<file path="src/rtl/peridot_uart_txarb_pkg.sv">
// peridot_uart_txarb_pkg: framing constants and FSM encoding shared with the RX-side demux
package peridot_uart_txarb_pkg;
  localparam logic [7:0] MARKER_BYTE_DEF = 8'h7C;
  localparam logic [7:0] ESCAPE_BYTE_DEF = 8'h7D;
  localparam logic [7:0] ESC_XOR = 8'h20;
  typedef enum logic [2:0] {ST_IDLE, ST_MARK, ST_CHNUM, ST_DATA, ST_ESC2} state_t;
endpackage

</file>
<file path="src/rtl/peridot_rr_arbiter.sv">
// peridot_rr_arbiter: combinational round-robin pick starting at the rr pointer
module peridot_rr_arbiter #(
  parameter int N = 2
) (
  input  logic [N-1:0] req,
  input  logic [1:0]   ptr,
  output logic [1:0]   gnt,
  output logic         any
);
  // scan downward so the lowest offset from ptr is the one that sticks
  always_comb begin
    gnt = '0;
    for (int i = N - 1; i >= 0; i--)
      if (req[(int'(ptr) + i) % N]) gnt = 2'((int'(ptr) + i) % N);
  end
  assign any = |req;
endmodule

</file>
<file path="src/rtl/peridot_uart_txarb.sv">
// peridot_uart_txarb: round-robin byte-stream arbiter with channel markers and escaping
module peridot_uart_txarb
  import peridot_uart_txarb_pkg::*;
#(
  parameter int NUM_REQ = 2,
  parameter logic [7:0] MARKER_BYTE = MARKER_BYTE_DEF,
  parameter logic [7:0] ESCAPE_BYTE = ESCAPE_BYTE_DEF
) (
  input  logic                   clk,
  input  logic                   reset,
  input  logic [NUM_REQ-1:0]     in_valid,
  input  logic [8*NUM_REQ-1:0]   in_data,
  input  logic [NUM_REQ-1:0]     in_endofpacket,
  output logic [NUM_REQ-1:0]     in_ready,
  output logic                   out_valid,
  output logic [7:0]             out_data,
  input  logic                   out_ready,
  output logic [1:0]             grant_channel,
  output logic                   busy
);
  state_t state, state_n;
  logic [1:0] ptr, gnt, last_ch;
  logic last_vld, any, load_en, ld, acc, sel_v, sel_e, eop_f, esc;
  logic [7:0] ld_data, sel_d, pend;
  peridot_rr_arbiter #(.N(NUM_REQ)) u_arb (.req(in_valid), .ptr(ptr), .gnt(gnt), .any(any));
  assign load_en = !out_valid || out_ready;
  assign busy = (state != ST_IDLE) || out_valid;
  assign acc = (state == ST_DATA) && sel_v && load_en;
  assign esc = (sel_d == MARKER_BYTE) || (sel_d == ESCAPE_BYTE);
  // mux the granted source and steer its ready
  always_comb begin
    sel_v = 1'b0;
    sel_d = '0;
    sel_e = 1'b0;
    in_ready = '0;
    for (int i = 0; i < NUM_REQ; i++)
      if (grant_channel == 2'(i)) begin
        sel_v = in_valid[i];
        sel_d = in_data[8*i +: 8];
        sel_e = in_endofpacket[i];
        in_ready[i] = (state == ST_DATA) && load_en;
      end
  end
  // next state and the byte to load into the output register
  always_comb begin
    state_n = state;
    ld = 1'b0;
    ld_data = '0;
    case (state)
      ST_IDLE:  if (any) state_n = (last_vld && gnt == last_ch) ? ST_DATA : ST_MARK;
      ST_MARK:  if (load_en) begin ld = 1'b1; ld_data = MARKER_BYTE; state_n = ST_CHNUM; end
      ST_CHNUM: if (load_en) begin ld = 1'b1; ld_data = {6'b0, grant_channel}; state_n = ST_DATA; end
      ST_DATA:  if (acc) begin
        ld = 1'b1;
        ld_data = esc ? ESCAPE_BYTE : sel_d;
        state_n = esc ? ST_ESC2 : sel_e ? ST_IDLE : ST_DATA;
      end
      ST_ESC2:  if (load_en) begin ld = 1'b1; ld_data = pend; state_n = eop_f ? ST_IDLE : ST_DATA; end
      default:  state_n = ST_IDLE;
    endcase
  end
  // state, output register, grant bookkeeping and escape pending byte
  always_ff @(posedge clk) begin
    if (reset) begin
      state <= ST_IDLE;
      out_valid <= 1'b0;
      out_data <= '0;
      grant_channel <= '0;
      ptr <= '0;
      last_vld <= 1'b0;
      last_ch <= '0;
      pend <= '0;
      eop_f <= 1'b0;
    end else begin
      state <= state_n;
      if (load_en) out_valid <= ld;
      if (load_en && ld) out_data <= ld_data;
      if (state == ST_IDLE && any) grant_channel <= gnt;
      if (state == ST_CHNUM && load_en) begin
        last_vld <= 1'b1;
        last_ch <= grant_channel;
      end
      if (acc) begin
        pend <= sel_d ^ ESC_XOR;
        eop_f <= sel_e;
        if (sel_e) ptr <= 2'((int'(grant_channel) + 1) % NUM_REQ);
      end
    end
  end
endmodule

</file>
<file path="config.mk">
export PLATFORM = sky130hd
export DESIGN_NAME = peridot_uart_txarb
export DESIGN_NICKNAME = d
export VERILOG_FILES = /design/src/rtl/peridot_uart_txarb_pkg.sv /design/src/rtl/peridot_rr_arbiter.sv /design/src/rtl/peridot_uart_txarb.sv
export SDC_FILE = /design/constraint.sdc
export NUM_CORES = 1
export LEC_CHECK = 0
export ABC_AREA = 1
export BUFFER_PORTS_ARGS = -buffer_cell sky130_fd_sc_hd__buf_2
export CAP_MARGIN = 20
export CORE_MARGIN = 5
export CORE_UTILIZATION = 54
export CTS_CLUSTER_SIZE = 30
export DETAILED_ROUTE_END_ITERATION = 10
export PLACE_DENSITY = 0.83
export REMOVE_ABC_BUFFERS = 1
export SETUP_SLACK_MARGIN = 0.02
export SLEW_MARGIN = 20
export SYNTH_ARGS = -nofsm -noshare
export SYNTH_HDL_FRONTEND = slang
export SYNTH_SLANG_ARGS = --single-unit
</file>
<file path="constraint.sdc">
create_clock -name clk -period 1.98 [get_ports clk]
set_input_delay 0.198 -clock clk [delete_from_list [all_inputs] [get_ports clk]]
set_output_delay 0.198 -clock clk [all_outputs]
set_load 0.01 [all_outputs]
</file>
==> flow_metrics.env <==
export IMPL_coreArea_mm2=0.002255
export IMPL_outcome="completed"
export IMPL_detail_route_wl_per_cell_um=11.85
export IMPL_cp_arrival_ns=1.78
export IMPL_cts_tree="built"
export IMPL_synth_distinct_cells=21
export IMPL_synth_top_cell_by_area="dfxtp_1"
export IMPL_track_usage_pct=18.68
export IMPL_io_pin_count=37
export IMPL_power_per_cell_area_mw_per_mm2=1000
export IMPL_p_int_uw=897.1
export IMPL_critPathCaptureType="register"
export IMPL_synth_most_common_cell="nand2_1"
export IMPL_root_buffer="clkbuf_4"
export IMPL_syn_to_final_growth_pct=16.91
export IMPL_ys_warn_count=0
export IMPL_synthArstFlopShare_pct=0
export IMPL_synth_cells=197
export IMPL_crit_chain="inv_2 > nand2_2 > nand2_1 > nand3_2 > inv_2 > a21oi_4 > inv_2 > o21ai_1 > inv_1"
export IMPL_synth_edf_count=0
export IMPL_cts_hold_buf=0
export IMPL_hold_viol_final=0
export IMPL_avgSynthCellArea_um2=6.535
export IMPL_p_leak_nw=0.7336
export IMPL_nets=257
export IMPL_swShare_pct=40.40
export IMPL_ys_seq_area_share_pct=38.87
export IMPL_fin_crit_ns=1.536
export IMPL_dp_hpwl_um=2367
export IMPL_utilization_pct=66.76
export IMPL_h_tree_depth=1
export IMPL_drive_above_1_share_pct=24.03
export IMPL_start_util_pct=57.10
export IMPL_routabilityCongestion=0.8481
export IMPL_wirelength_um=3094
export IMPL_max_stage_delay_ns=0.47
export IMPL_synth_mux_area_share_pct=0.7775
export IMPL_finalSetupTns_ns=0
export IMPL_ir_worst_vdd_v=0.0006404
export IMPL_antenna_found_initial=0
export IMPL_num_vias=1333
export IMPL_hold_class="input port to register"
export IMPL_postRouteAntennaNets=0
export IMPL_synth_top_cell_area_share_pct=38.87
export IMPL_ys_top_cells_by_area="dfxtp_1 39%, nand2_1 22%, a21oi_1 9.3%, nor2_1 4.1%, inv_1 3.8%"
export IMPL_clk_path_buf_depth=2
export IMPL_post_route_period_util_pct=77.56
export IMPL_synthXorXnorAreaFrac_pct=0
export IMPL_syn_area_mm2=0.001287
export IMPL_port_buffers=35
export IMPL_slowest_stage="dfxtp_1"
export IMPL_fmax_mhz=651.2
export IMPL_num_antenna_cells=0
export IMPL_slew_violations=0
export IMPL_synth_top_family_by_area="simple AND/OR/NAND/NOR gates"
export IMPL_grt_pass1_wl_um=5085
export IMPL_synth_compound_area_share_pct=16.72
export IMPL_cts_sinks=25
export IMPL_postCtsSetupBuffers=0
export IMPL_synthTopCellsByCount="76 x nand2_1, 25 x dfxtp_1, 24 x a21oi_1, 14 x nor2_1, 13 x inv_1"
export IMPL_dieArea_mm2=0.003461
export IMPL_cpMostUsedCell="inv_2"
export IMPL_yosys_area_share_simple_pct=34.60
export IMPL_die_height_um=58.83
export IMPL_overflow=0
export IMPL_cts_buffers=3
export IMPL_firstDrtPassIters=4
export IMPL_required_ns=2.22
export IMPL_grt_pass1_vias=1205
export IMPL_setup_viol=0
export IMPL_drt_iter0_drc=102
export IMPL_pwr_share_seq_pct=43.1
export IMPL_dieWidth_um=58.83
export IMPL_synth_fa_ha_area_share_pct=0
export IMPL_drv_cap=0
export IMPL_rsz0062_at_grt="no"
export IMPL_p_total_mw=1.505
export IMPL_ys_flop_type="dfxtp_1"
export IMPL_switchingPower_uw=608.2
export IMPL_clk_latency_ns=0.33
export IMPL_clkTransAtPathRegs_ns=0.14
export IMPL_postSynthRegisterBits=25
export IMPL_setup_worst_path_start_class="register"
export IMPL_clockPowerShare_pct=15.6
export IMPL_skew_ns=0.008001
export IMPL_cts_resized=0
export IMPL_drc=0
export IMPL_viasPerCell=5.107
export IMPL_crit_fanout=13
export IMPL_comb_power_share_pct=41.4
export IMPL_placementRows=17
export IMPL_grt_max_degree=22
export IMPL_critical_path_class="register to register"
final cells by class:
cell class	count	area, µm²
inverter	19	71.32
multi-input combinational	147	674.4
tap	28	35.03
clock buffer	4	26.28
fill	188	749.5
sequential	25	500.5
timing repair buffer	38	197.7
layer usage:
| metal | wire length (µm) | GRT usage [%] | vias up |
|---|---|---|---|
| li1 | - | - | 700 |
| met1 | 1417 | 23.61 | 578 |
| met2 | 1408 | 31.55 | 51 |
| met3 | 237 | 5.482 | 4 |
| met4 | 31 | 3.560 | 0 |
| met5 | 0 | 0 | - |
final timing paths:
| path | end | slack (ns) | startpoint | cells past startpoint |
|---|---|---|---|---|
| worst max-delay path | out_valid | 0.44 | grant_channel[0] | 9 |
| worst min register to register | last_vld | 0.47 | last_vld | 2 |
| worst max register to register | out_valid | 0.44 | grant_channel[0] | 9 |
| worst min-delay path | state[2] | 0.18 | out_ready | 4 |
per-stage QoR:
stage / instances / cell area (µm²) / hold slack (ns) / worst slack [ns]
after floorplan: 191 / 1246 / 0.2671 / 0.3202
after global placement: 257 / 1479 / 0.4391 / 0.5485
after detailed placement: 257 / 1479 / 0.4552 / 0.4803
after CTS: 261 / 1505 / 0.1734 / 0.4570
after global routing: 261 / 1505 / 0.1789 / 0.2773
final: 261 / 1505 / 0.1783 / 0.4443
registers in the layout, indices dropped and copies added (netlist names):
name           flops
eop_f              1
grant_channel      1
last_ch            1
last_vld           1
out_data           8
out_valid          1
pend               8
ptr                1
state              3
worst max-delay path: cells and delay by family (launching register included):
kind | cells | cell delay (ns)
AOI/OAI and AO/OA | 2 | 0.41
and+or+nand+nor | 3 | 0.21
DFF | 1 | 0.47
buffers and inverters | 4 | 0.36
cells by family (layout without fill, tap and decap cells):
logic type	Yosys count	after routing
simple gates	106	106
buf+inv	25	61
flops	25	25
other cells	1	1
mux	1	1
compound gates	39	39
placed cells by master, fill, tap and decap left out, types with 3 or more instances in the layout:
master,count
nand3_1,7
buf_4,3
inv_2,6
inv_1,13
buf_2,35
dfxtp_1,25
o21ai_0,5
a31oi_1,7
nand2_1,76
nor2_1,14
a21oi_1,24
nand2_2,3
clkbuf_4,3
power groups by stage:
| stage | Combinational [mW] | Sequential, mW | Clock, mW |
|---|---|---|---|
| 2_1_floorplan | 0.391 | 0.685 | 0 |
| 3_3_place_gp | 0.612 | 0.657 | 0 |
| 3_5_place_dp | 0.622 | 0.659 | 0 |
| 4_1_cts | 0.624 | 0.648 | 0.240 |
| 5_1_grt | 0.696 | 0.660 | 0.265 |
| 6_report | 0.623 | 0.648 | 0.234 |
Note: power is estimated with default switching activity, not from simulation.
